===== src/rtl/mult_arb_pkg.sv =====
// Shared constants and types for the multiplier arbiter slice.
// Defaults here seed the parameters of mult_arbiter.
package mult_arb_pkg;

    localparam int NUM_REQ     = 4;
    localparam int WIDTH       = 32;
    localparam int MUL_LATENCY = 2;
    localparam int IDX_W       = $clog2(NUM_REQ);

    typedef struct packed {
        logic             valid;
        logic [IDX_W-1:0] idx;
    } mult_tag_t;

    // Index width for a requester count, never below one bit.
    function automatic int idx_w(input int n);
        return (n > 1) ? $clog2(n) : 1;
    endfunction

endpackage


===== src/rtl/mult_arb_pick.sv =====
// One-hot pick of a single eligible requester.
// MULT_ARB_RR_EN: round-robin from ptr_i; otherwise lowest index wins.
module mult_arb_pick
    import mult_arb_pkg::*;
#(
    parameter int N  = 4,
    parameter int IW = 2
) (
    input  logic [N-1:0]  elig_i,
`ifdef MULT_ARB_RR_EN
    input  logic [IW-1:0] ptr_i,
`endif
    output logic [N-1:0]  gnt_o,
    output logic          any_o,
    output logic [IW-1:0] idx_o
);

`ifdef MULT_ARB_RR_EN
    // Search upward from the pointer, wrapping, first hit wins.
    always_comb begin
        int j;
        gnt_o = '0;
        any_o = 1'b0;
        idx_o = '0;
        j     = 0;
        for (int k = 0; k < N; k++) begin
            j = int'(ptr_i) + k;
            if (j >= N) j = j - N;
            if (!any_o && elig_i[j]) begin
                any_o    = 1'b1;
                gnt_o[j] = 1'b1;
                idx_o    = IW'(j);
            end
        end
    end
`else
    // Fixed priority: lowest eligible index wins.
    always_comb begin
        gnt_o = '0;
        any_o = 1'b0;
        idx_o = '0;
        for (int k = 0; k < N; k++) begin
            if (!any_o && elig_i[k]) begin
                any_o    = 1'b1;
                gnt_o[k] = 1'b1;
                idx_o    = IW'(k);
            end
        end
    end
`endif

endmodule


===== src/rtl/mult_arbiter.sv =====
// Shares one pipelined multiplier among NUM_REQ requesters.
// MULT_ARB_RR_EN selects round-robin; default is fixed priority.
module mult_arbiter #(
    parameter int NUM_REQ     = mult_arb_pkg::NUM_REQ,
    parameter int WIDTH       = mult_arb_pkg::WIDTH,
    parameter int MUL_LATENCY = mult_arb_pkg::MUL_LATENCY
) (
    input  logic                         clk,
    input  logic                         rst,
    input  logic [NUM_REQ-1:0]           req_valid,
    output logic [NUM_REQ-1:0]           req_ready,
    input  logic [NUM_REQ*WIDTH-1:0]     req_a,
    input  logic [NUM_REQ*WIDTH-1:0]     req_b,
    output logic [NUM_REQ-1:0]           rsp_valid,
    input  logic [NUM_REQ-1:0]           rsp_ready,
    output logic [NUM_REQ*2*WIDTH-1:0]   rsp_p,
    output logic [WIDTH-1:0]             mul_a,
    output logic [WIDTH-1:0]             mul_b,
    input  logic [2*WIDTH-1:0]           mul_p,
    output logic                         busy
);
    import mult_arb_pkg::*;

    localparam int IW = idx_w(NUM_REQ);
    localparam int PW = 2 * WIDTH;

    typedef struct packed {
        logic          valid;
        logic [IW-1:0] idx;
    } tag_t;

    tag_t               tag_q [MUL_LATENCY];
    tag_t               tag_d;
    tag_t               last;
    logic [NUM_REQ-1:0] rsp_valid_q;
    logic [PW-1:0]      slot_q [NUM_REQ];
    logic [NUM_REQ-1:0] inflight;
    logic [NUM_REQ-1:0] pending;
    logic [NUM_REQ-1:0] elig;
    logic [NUM_REQ-1:0] gnt;
    logic               any;
    logic [IW-1:0]      widx;

    assign last = tag_q[MUL_LATENCY-1];

    // Requesters with a tag anywhere in the multiplier pipeline.
    always_comb begin
        inflight = '0;
        for (int s = 0; s < MUL_LATENCY; s++) begin
            for (int i = 0; i < NUM_REQ; i++) begin
                if (tag_q[s].valid && tag_q[s].idx == IW'(i))
                    inflight[i] = 1'b1;
            end
        end
    end

    // Reset gates eligibility so no grant leaks out while rst is low.
    assign pending = inflight | rsp_valid_q;
    assign elig    = req_valid & ~pending & {NUM_REQ{rst}};

`ifdef MULT_ARB_RR_EN
    logic [IW-1:0] ptr_q;
    logic [IW-1:0] ptr_d;

    // Pointer moves past the winner; holds when nothing is granted.
    always_comb begin
        ptr_d = ptr_q;
        if (any)
            ptr_d = (int'(widx) == NUM_REQ - 1) ? '0 : widx + 1'b1;
    end

    // Round-robin pointer register.
    always_ff @(posedge clk or negedge rst) begin
        if (!rst) ptr_q <= '0;
        else      ptr_q <= ptr_d;
    end
`endif

    mult_arb_pick #(
        .N  (NUM_REQ),
        .IW (IW)
    ) u_pick (
        .elig_i (elig),
`ifdef MULT_ARB_RR_EN
        .ptr_i  (ptr_q),
`endif
        .gnt_o  (gnt),
        .any_o  (any),
        .idx_o  (widx)
    );

    assign req_ready = gnt;

    // AND-OR mux of the winner's operands; zero when idle.
    always_comb begin
        mul_a = '0;
        mul_b = '0;
        for (int i = 0; i < NUM_REQ; i++) begin
            mul_a = mul_a | (req_a[i*WIDTH +: WIDTH] & {WIDTH{gnt[i]}});
            mul_b = mul_b | (req_b[i*WIDTH +: WIDTH] & {WIDTH{gnt[i]}});
        end
    end

    always_comb begin
        tag_d.valid = any;
        tag_d.idx   = widx;
    end

    // Tag pipeline mirrors the multiplier; it never stalls.
    always_ff @(posedge clk or negedge rst) begin
        if (!rst) begin
            for (int s = 0; s < MUL_LATENCY; s++) tag_q[s] <= '0;
        end else begin
            tag_q[0] <= tag_d;
            for (int s = 1; s < MUL_LATENCY; s++) tag_q[s] <= tag_q[s-1];
        end
    end

    // Result slots: capture on the last tag stage, clear on handshake.
    always_ff @(posedge clk or negedge rst) begin
        if (!rst) begin
            rsp_valid_q <= '0;
            for (int i = 0; i < NUM_REQ; i++) slot_q[i] <= '0;
        end else begin
            for (int i = 0; i < NUM_REQ; i++) begin
                if (rsp_valid_q[i] && rsp_ready[i])
                    rsp_valid_q[i] <= 1'b0;
                if (last.valid && last.idx == IW'(i)) begin
                    rsp_valid_q[i] <= 1'b1;
                    slot_q[i]      <= mul_p;
                end
            end
        end
    end

    for (genvar g = 0; g < NUM_REQ; g++) begin : g_rsp
        assign rsp_p[g*PW +: PW] = slot_q[g];
    end

    assign rsp_valid = rsp_valid_q;

    // Busy while any tag flies or any product waits.
    always_comb begin
        busy = |rsp_valid_q;
        for (int s = 0; s < MUL_LATENCY; s++) busy = busy | tag_q[s].valid;
    end

endmodule


===== config.mk =====
export PLATFORM = sky130hd
export DESIGN_NAME = mult_arbiter
export DESIGN_NICKNAME = d
export VERILOG_FILES = /design/src/rtl/mult_arb_pkg.sv /design/src/rtl/mult_arb_pick.sv /design/src/rtl/mult_arbiter.sv
export SDC_FILE = /design/constraint.sdc
export NUM_CORES = 1
export LEC_CHECK = 0
export BUFFER_PORTS_ARGS = -buffer_cell sky130_fd_sc_hd__clkbuf_2
export CORE_AREA = 3 3 256 258
export CTS_CLUSTER_DIAMETER = 150
export DETAILED_ROUTE_END_ITERATION = 8
export DIE_AREA = 0 0 259 261
export PLACE_DENSITY_LB_ADDON = 0.08
export SETUP_SLACK_MARGIN = 0.05
export SYNTH_ARGS = -nofsm -noshare
export SYNTH_HDL_FRONTEND = slang
export SYNTH_SLANG_ARGS = --single-unit

===== constraint.sdc =====
create_clock -name clk -period 2.1 [get_ports clk]
set_clock_uncertainty 0.2 [all_clocks]
set_input_delay 0.105 -clock clk [delete_from_list [all_inputs] [get_ports clk]]
set_output_delay 0.105 -clock clk [all_outputs]
set_load 0.02 [all_outputs]

-- Yosys cells after proc, flatten, opt, wreduce, memory -nomap -nowiden
Index checks and enable logic that the tools add are counted.
- input bits: 330
- register bits after elaboration: 266
- bitwise logic cells: 20
- reduce and logical (&&, ||, !) cells: 25
- eq/ne operators: 6
- muxes and demuxes: 26
- operator list (cell ; count):
    bitwise AND 32 bit ; 8
    bitwise OR 32 bit ; 6
    two-way mux 1 bit ; 24
    logical AND 1 bit ; 15
    bitwise AND 4 bit ; 2
    == test 2 bit, second input constant ; 4
    nonzero test 2 bit ; 4
    == test 2 x 1 -> 1 bit, second input constant ; 2
    zero test 2 bit ; 2
    two-way mux 2 bit ; 2
    inverter 4 bit ; 1
    bitwise OR 4 bit ; 1
    OR reduction 4 bit ; 1
    zero test 1 bit ; 3
    bitwise OR 1 bit ; 2

-- Depth between registers and ports, before layout
Gate-level depths: netlist of the first run.
- depth after elaboration: 20
- gate-level depth with buffers: 6
- mapped depth without buffers: 4

-- By module
From an unflattened synthesis of the first run, not the netlist that was laid out.
- cells, all modules: 808
- area, all modules: 11254.5 µm²
- modules (own cells, without submodules) (module ; sequential area each (µm²) ; area each (µm²) ; cells each ; instances):
    mult_arbiter ; 6656.4 ; 11193.2 ; 797 ; 1
    mult_arb_pick ; 0.0 ; 61.3 ; 11 ; 1

-- Worst setup path after synthesis of the first run
OpenSTA, ideal clock, no wires.
- kind: register to output
- from: register tag_q (netlist bit last[2])
- to: output mul_b[24]
- arrival: 2.090 ns
- stages on the path, launching flop included: 7
- setup slack: -0.295 ns
- buffers on the path: 2
- cell sequence: dfrtp_1 nor3b_2 nor4_4 buf_4 buf_2 mux2_1 a221o_1
- word-level cells in the longest chain between the ends: 18
- RTL lines (item ; RTL line ; RTL):
    from (decl) ; mult_arbiter.sv:32 ; tag_t tag_q [MUL_LATENCY];
    logical AND 1 bit * ; mult_arbiter.sv:51 ; if (tag_q[s].valid && tag_q[s].idx == IW'(i))
    two-way mux 1 bit * ; mult_arbiter.sv:51 ;
    bitwise OR 4 bit * ; mult_arbiter.sv:58 ; assign pending = inflight | rsp_valid_q;
    inverter 4 bit * ; mult_arbiter.sv:59 ; assign elig = req_valid & ~pending & {NUM_REQ{rst}};
    bitwise AND 4 bit * (2 in series) ; mult_arbiter.sv:59 ;
    two-way mux 1 bit * ; mult_arb_pick.sv:43 ; if (!any_o && elig_i[k]) begin
    net req_ready[0] ; mult_arbiter.sv:11 ; output logic [NUM_REQ-1:0] req_ready,
    zero test 1 bit ; mult_arb_pick.sv:43 ;
    [... 2 more ...] ; -- ;
    zero test 1 bit ; mult_arb_pick.sv:43 ;
    logical AND 1 bit ; mult_arb_pick.sv:43 ;
    two-way mux 1 bit ; mult_arb_pick.sv:43 ;
    zero test 1 bit ; mult_arb_pick.sv:43 ;
    logical AND 1 bit ; mult_arb_pick.sv:43 ;
    two-way mux 1 bit ; mult_arb_pick.sv:43 ;
    bitwise AND 32 bit ; mult_arbiter.sv:100 ; mul_b = mul_b | (req_b[i*WIDTH +: WIDTH] & {WIDTH{gnt[i]}});
    bitwise OR 32 bit * ; mult_arbiter.sv:100 ;
    to (decl) ; mult_arbiter.sv:18 ; output logic [WIDTH-1:0] mul_b,
The timed path passes the listed nets; every way through them passes the cells marked *.

-- Worst setup path in the final report of the first run
- from: register tag_q[4] in the netlist's numbering
- to: output mul_a[11]
- word-level cells in the longest chain between the ends: 20
- RTL lines (item ; RTL line ; RTL):
    zero test 2 bit ; mult_arbiter.sv:51 ;
    logical AND 1 bit ; mult_arbiter.sv:51 ;
    two-way mux 1 bit (2 in series) ; mult_arbiter.sv:51 ;
    bitwise OR 4 bit * ; mult_arbiter.sv:58 ;
    inverter 4 bit * ; mult_arbiter.sv:59 ;
    bitwise AND 4 bit * (2 in series) ; mult_arbiter.sv:59 ;
    two-way mux 1 bit ; mult_arb_pick.sv:43 ;
    zero test 1 bit ; mult_arb_pick.sv:43 ;
    [... 2 more ...] ; -- ;
    zero test 1 bit ; mult_arb_pick.sv:43 ;
    logical AND 1 bit ; mult_arb_pick.sv:43 ;
    two-way mux 1 bit ; mult_arb_pick.sv:43 ;
    zero test 1 bit ; mult_arb_pick.sv:43 ;
    logical AND 1 bit ; mult_arb_pick.sv:43 ;
    two-way mux 1 bit ; mult_arb_pick.sv:43 ;
    bitwise AND 32 bit ; mult_arbiter.sv:99 ; mul_a = mul_a | (req_a[i*WIDTH +: WIDTH] & {WIDTH{gnt[i]}});
    bitwise OR 32 bit * ; mult_arbiter.sv:99 ;
    to (decl) ; mult_arbiter.sv:17 ; output logic [WIDTH-1:0] mul_a,
Every way passes the cells marked *; elsewhere a longest branch is shown, timed or not.

==> results.toml, run 1 <==
[cells_and_area]
finalNetCount = 2155
area_delta_synth_final_pct = 66.7
fillers = 6551
final_area_um2 = 20700
drive_gt1_share_pct = 59.6

[setup_path]
required_ns = 1.79
crit_chain = "and3b_2 -> nor4b_4 -> buf_4 -> nor4_4 -> buf_12 -> buf_12 -> a221o_1 -> clkbuf_8"
critPathMaxFanout = 14
critical_path.max_stage_delay_ns = 0.44
start_kind = "register"
slowest_stage = "dfrtp_2"
crit_type = "register to output port"
cpMostUsedCell = "buf_12"
cp.arrival_ns = 2.65
end_kind = "output port"

[clock_network]
cts.sinks = 266
clk_pin_slew_ns = 0.06
htreeDepth = 2
clock_latency_ns = 0.55
cts_tree = "yes"
cts_buffer_depth = 3
root_buffer = "clkbuf_16"
numCtsBuffers = 35

[synth]
ys_async_sr_fraction_pct = 100
synth.largest_area_cell = "dfrtp_1"
netlist_instances = 1031
synthMostInstantiatedCell = "dfrtp_1"
synth_area_um2 = 12400
syn_area_per_cell_um2 = 12.0
synth.distinct_cells = 28
synth_top_cells_by_area = "dfrtp_1 (54%), mux2_2 (23%), nand2_1 (5.9%), a221o_1 (5.2%), nand4b_1 (4.5%)"
synth_edf_count = 0
ys_seq_area_share_pct = 53.6
synth-seq-cells = 266
synth_warnings = 0
synth_ff_type = "dfrtp_1"
synth_common_cells = "dfrtp_1 (266), mux2_2 (249), nand2_1 (196), nor3_1 (65)"
syn-num-nets = 1361
synth.top_cell.area_share_pct = 53.6

[floorplan]
num_io_pins = 659
die_h_um = 261
num_rows = 92
die_w_um = 259
initial_core_util_pct = 19.7
core_area_um2 = 63200
dieArea_um2 = 67600

[drt]
drt_iter0_markers = 488
drtPass1Iterations = 6
drc = 0
ant_nets = 0
routed_via_density = 4.35
drt-total-wl_mm = 64.4
wl_per_cell_um = 23.9
vias = 11700

[pwr]
powerDensity_nw_per_um2 = 1610
power.leakage_nw = 10.1
ir_drop_uv = 769
fin_total_pwr_mw = 33.4

[worst_hold_path]
min_path_type = "input pin to async pin"

[sta]
maxSlewHeadroom_pct = 37.5
rsz0062_at_grt = "true"
slew_violations = 0
worstMarginPinSlew_ns = 0.938
max_freq_ghz = 0.338
hold_ws_ns = -0.00649
fin_crit_sh_pct = 141
setup_ws_ns = -0.855
hold_viol_final = 2
setup_viol = 70
period_minus_slack_ns = 2.96

[placed_design]
gp_congestion = 0.894
dp_hpwl_mm = 47.1
place_area_um2 = 17300
portBuffers = 658

[grt]
track_usage_pct = 17.8
grt_pass1_vias = 12400
grt_max_degree = 76
antenna_found_initial = 3
grt_pass1_wl_mm = 89.0
grt-ovfl-total = 0

[outcome]
outcome = "complete, but fails checks"
violations = "hold timing, setup timing"

[run]
maxCapViolations = 0
==> per-layer routing <==
| layer | routed length [um] | GRT usage, % | part of all wire, % |
|---|---|---|---|
| met1 | 23600 | 19.6 | 37 |
| met4 | 2080 | 5.83 | 3.2 |
| met5 | 0 | 0 | 0 |
| met2 | 33500 | 32.7 | 52 |
| met3 | 5140 | 5.52 | 8.0 |
==> path summary, 6_finish.rpt <==
| path | from | endpoint | slack (ns) | cells past startpoint |
|---|---|---|---|---|
| worst min register to register | rsp_p[126]$_DFFE_PN0P_ | rsp_p[126]$_DFFE_PN0P_ | 0.27 | 2 |
| worst max register to register | tag_q[4]$_DFF_PN0_ | tag_q[4]$_DFF_PN0_ | -0.18 | 9 |
| max in group asynchronous | rst | rsp_p[171]$_DFFE_PN0P_ | 0.50 | 4 |
| worst max-delay path | tag_q[4]$_DFF_PN0_ | mul_a[11] | -0.86 | 8 |
| min in group clk | req_valid[1] | tag_q[5]$_DFF_PN0_ | 0.09 | 6 |
| worst min-delay path | rst | rsp_p[123]$_DFFE_PN0P_ | -0.006 | 3 |
==> logic make-up (layout without fill, tap and decap cells) <==
family | count (synthesis) | count (layout) | synth area share, %
and+or+nand+nor | 346 | 346 | 14.6
DFF | 266 | 266 | 53.6
buffers and inverters | 95 | 913 | 3.20
other | 0 | 3 | 0
AOI/OAI and AO/OA | 68 | 68 | 5.34
muxes | 256 | 256 | 23.2
==> power breakdown <==
group | internal [mW] | leakage, nW | switching [mW]
Clock | 3.84 | 0.582 | 2.41
Sequential | 7.76 | 3.15 | 1.39
Combinational | 7.84 | 6.33 | 10.1
==> worst max-delay path, delay by kind of cell (launching register included) <==
family | cells | cell delay, ns
AND/OR/NAND/NOR | 3 | 0.58
buffers and inverters | 4 | 0.68
flip-flops | 1 | 0.44
AO/OA/AOI/OAI | 1 | 0.41
==> registers in the layout, indices dropped and copies added, names as in the netlist <==
signal and count:
tag_q 3, rsp_p 256, rsp_valid 4, last 3
==> through the flow <==
stage          setup TNS, ns  std cells  setup WS, ns  util [%]
6_report              -50.82       2698        -0.855      32.8
5_1_grt               -57.83       2697        -0.934      32.8
4_1_cts               -57.30       2674        -0.916      31.8
3_5_place_dp          -26.34       2518        -0.380      27.4
3_3_place_gp          -23.87       2518        -0.370      27.4
2_1_floorplan          -9.30       1031        -0.181         -
==> layout by cell type, fill, tap and decap left out, types with 2 or more instances in the layout <==
cell             n
buf_12          21
clkbuf_16       42
clkbuf_1         8
buf_8           11
clkbuf_8        36
nand2_1        196
and3b_2          2
a221o_1         64
buf_6           48
bufinv_16        4
nand3b_1         2
mux2_2         201
dfrtp_2          4
o21ai_0          3
diode_2          3
mux2_4          55
buf_16           9
nor3_1          65
dfrtp_1        262
buf_4           51
dlygate4sd3_1   73
nand4b_1        64
nor4_4           4
clkbuf_2       588
inv_1            4
buf_2            8
clkinv_2         3
nor3b_4          3
==> layout make-up <==
class | instances | area [um^2] | share of cell area [%]
repair buffers | 848 | 6100 | 29.5
clock inverters | 11 | 198 | 0.955
flip-flops and latches | 266 | 6660 | 32.2
inverters | 4 | 15.0 | 0.0725
multi-input cells | 670 | 5660 | 27.3
diodes | 3 | 7.51 | 0.0363
clock buffers | 50 | 1000 | 4.84
well taps | 846 | 1060 | 5.11
==> what timing repair did <==
action | CTS | global route
setup buffers | 14 | 14
cloned | 8 | 9
endpoints found under the setup margin | 162 | 227
pin swaps | 15 | 49
hold buffers | 74 | 0
gates resized for setup | 115 | 139
endpoints found under the hold margin | 433 | 0
Note: power is estimated with default switching activity, not from simulation.
==> run 2, diff against run 1 <==
--- a/config.mk
+++ b/config.mk
@@ -5,8 +5,9 @@
 export SDC_FILE = /design/constraint.sdc
 export NUM_CORES = 1
 export LEC_CHECK = 0
+export ABC_AREA = 1
 export BUFFER_PORTS_ARGS = -buffer_cell sky130_fd_sc_hd__clkbuf_2
-export CORE_AREA = 3 3 256 258
+export CORE_AREA = 2 2 257 259
 export CTS_CLUSTER_DIAMETER = 150
 export DETAILED_ROUTE_END_ITERATION = 8
 export DIE_AREA = 0 0 259 261
==> run 2 against run 1 <==
Net effect:
- the flow finishes with violations (setup timing)
- largest power group unchanged
- final cell count increased by 15%
- cell area grew 2.2%
- worst setup slack gained 0.43 ns
- via count increased by 13%
- wire length up 1.6%
- die area unchanged
- power is 0.24% lower
- synthesized cell count grew 41%
- critical path type unchanged
==> results.toml, run 2 <==
[grt]
grt_max_degree = 139
grt-ovfl-total = 0
grt_pass1_wl_mm = 89.8
grt_pass1_vias = 13300
antenna_found_initial = 17
track_usage_pct = 17.9

[sta]
worstMarginPinSlew_ns = 0.869
period_minus_slack_ns = 2.53
maxSlewHeadroom_pct = 42.1
fin_crit_sh_pct = 120
hold_viol_final = 0
rsz0062_at_grt = "true"
hold_ws_ns = 0.0148
setup_ws_ns = -0.430
setup_viol = 68
final.setup.tns_ns = -26.08
max_freq_ghz = 0.395
slew_violations = 0

[clock_network]
clk_pin_slew_ns = 0.06
htreeDepth = 2
numCtsBuffers = 36
cts_tree = "yes"
cts.sinks = 266
clock_latency_ns = 0.54
root_buffer = "clkbuf_16"
cts_buffer_depth = 3

[floorplan]
dieArea_um2 = 67600
die_w_um = 259
core_area_um2 = 65000
num_rows = 94
initial_core_util_pct = 18.4
num_io_pins = 659
die_h_um = 261

[drt]
drt_iter0_markers = 786
wl_per_cell_um = 21.0
vias = 13300
drtPass1Iterations = 5
drt-total-wl_mm = 65.4
ant_nets = 0
drc = 0
routed_via_density = 4.27

[cells_and_area]
fillers = 7002
final_area_um2 = 21200
area_delta_synth_final_pct = 77.0
finalNetCount = 2543
final_common_cell = "clkbuf_2"
drive_gt1_share_pct = 46.2
largest_reg_flops = 256
layout_common_cells = "clkbuf_2 (589), nand2_1 (370), dfrtp_1 (265)"

[setup_path]
critPathMaxFanout = 8
crit_buf_inv = 4
cpMostUsedCell = "nand3_2"
crit_type = "register to output port"
end_kind = "output port"
cp.arrival_ns = 2.22
critical_path.max_stage_delay_ns = 0.43
cp_top_family = "simple AND/OR/NAND/NOR gates"
slowest_stage = "dfrtp_1"
crit_chain = "inv_2 -> nand3_2 -> nand3_4 -> nand2_4 -> nor2_4 -> buf_12 -> clkbuf_16 -> nand3_2 -> nand3_2 -> buf_6"
start_kind = "register"
required_ns = 1.79

[synth]
synthMostInstantiatedCell = "nand2_1"
synth_edf_count = 0
synth_area_um2 = 12000
synth_ff_type = "dfrtp_1"
synth.distinct_cells = 19
synth_common_cells = "nand2_1 (392), dfrtp_1 (266), o21ai_0 (251), nand3_1 (201), inv_1 (141)"
netlist_instances = 1453
synth.top_cell.area_share_pct = 55.7
synth_warnings = 0
syn-num-nets = 1783
ys_seq_area_share_pct = 55.7
syn_area_per_cell_um2 = 8.23
synth.largest_area_cell = "dfrtp_1"
synth_top_cells_by_area = "dfrtp_1 (56%), nand2_1 (12%), o21ai_0 (11%), nand3_1 (8.4%), inv_1 (4.4%)"
ys_async_sr_fraction_pct = 100
synth-seq-cells = 266

[placed_design]
dp_hpwl_mm = 47.1
portBuffers = 658
dp_slack_ns = -0.0379
gp_congestion = 0.969
place_area_um2 = 16700

[pwr]
internal_power_mw = 18.3
combPwrFrac_pct = 53.0
swShare_pct = 45.1
p_sw_mw = 15.0
seqPwrFrac_pct = 27.4
powerDensity_nw_per_um2 = 1570
fin_total_pwr_mw = 33.3
ir_drop_uv = 556
power.leakage_nw = 11.0
pwr-share-clk_pct = 19.6

[outcome]
outcome = "complete, but fails checks"
violations = "setup timing"

[worst_hold_path]
min_path_type = "input pin to register"

[run]
maxCapViolations = 0
## run 2: kinds of logic (layout without fill, tap and decap cells)
logic type / count (synthesis) / in the layout / share of synthesized area (%)
and+or+nand+nor: 670 / 670 / 24.7
DFF: 266 / 266 / 55.7
AOI/OAI and AO/OA: 262 / 262 / 11.0
other: 0 / 6 / 0
buffers and inverters: 255 / 1043 / 8.69
## run 2: cell type report
type | count | area, um^2 | area share, %
Antenna cell | 6 | 15.0 | 0.0710
Clock buffer | 56 | 1120 | 5.28
Clock inverter | 10 | 170 | 0.804
Inverter | 144 | 558 | 2.64
Multi-Input combinational cell | 932 | 5260 | 24.9
Sequential cell | 266 | 6660 | 31.5
Tap cell | 864 | 1080 | 5.11
Timing Repair Buffer | 833 | 6300 | 29.8
## run 2: power by group through the flow
stage	logic [mW]	clock network [mW]	registers (mW)
finish	17.6	6.52	9.12
detailed placement	14.8	0	9.18
floorplan	5.03	0	12.1
global placement	14.8	0	9.15
CTS	16.4	6.79	9.14
global route	19.0	7.02	9.48
## run 2: through the flow
stage | util [%] | std cells
2_1_floorplan | - | 1453
3_3_place_gp | 25.7 | 2920
3_5_place_dp | 25.7 | 2920
4_1_cts | 30.6 | 3080
5_1_grt | 32.5 | 3108
6_report | 32.5 | 3111
## run 2: layer usage
layer,routed length [um],vias to the layer above,global-route usage (%)
met5,126,-,0
met4,3400,20,8.72
met3,5070,144,5.95
met2,31600,539,30.2
met1,25200,6282,20.3
li1,-,6300,-
## run 2: timing repair
action / 4_1_cts / 5_1_grt
cloned: 5 / 17
pin swaps: 22 / 57
endpoints found under the hold margin: 299 / 0
buffers inserted: 19 / 9
hold buffers: 70 / 0
endpoints found under the setup margin: 68 / 68
resized for setup: 210 / 250
## run 2: worst paths after layout
check / start / cells past startpoint / end / slack (ns)
worst max-delay path: tag_q[4]$_DFF_PN0_ / 10 / mul_a[27] / -0.43
worst min-delay path: req_valid[3] / 6 / tag_q[4]$_DFF_PN0_ / 0.01
worst max register to register: tag_q[3]$_DFF_PN0_ / 6 / tag_q[5]$_DFF_PN0_ / 0.15
worst min register to register: rsp_p[41]$_DFFE_PN0P_ / 2 / rsp_p[41]$_DFFE_PN0P_ / 0.28
max in group asynchronous: rst / 4 / rsp_p[145]$_DFFE_PN0P_ / 0.46
min in group asynchronous: rst / 3 / rsp_p[126]$_DFFE_PN0P_ / 0.02
## run 2: worst register-to-register path: stages, from the launching register on
cell and delay [ns]:
dfrtp_1 0.40, buf_6 0.13, nand3_2 0.07, nand4_1 0.15, dlygate4sd3_1 0.61, buf_4 0.13
o21ai_0 0.18
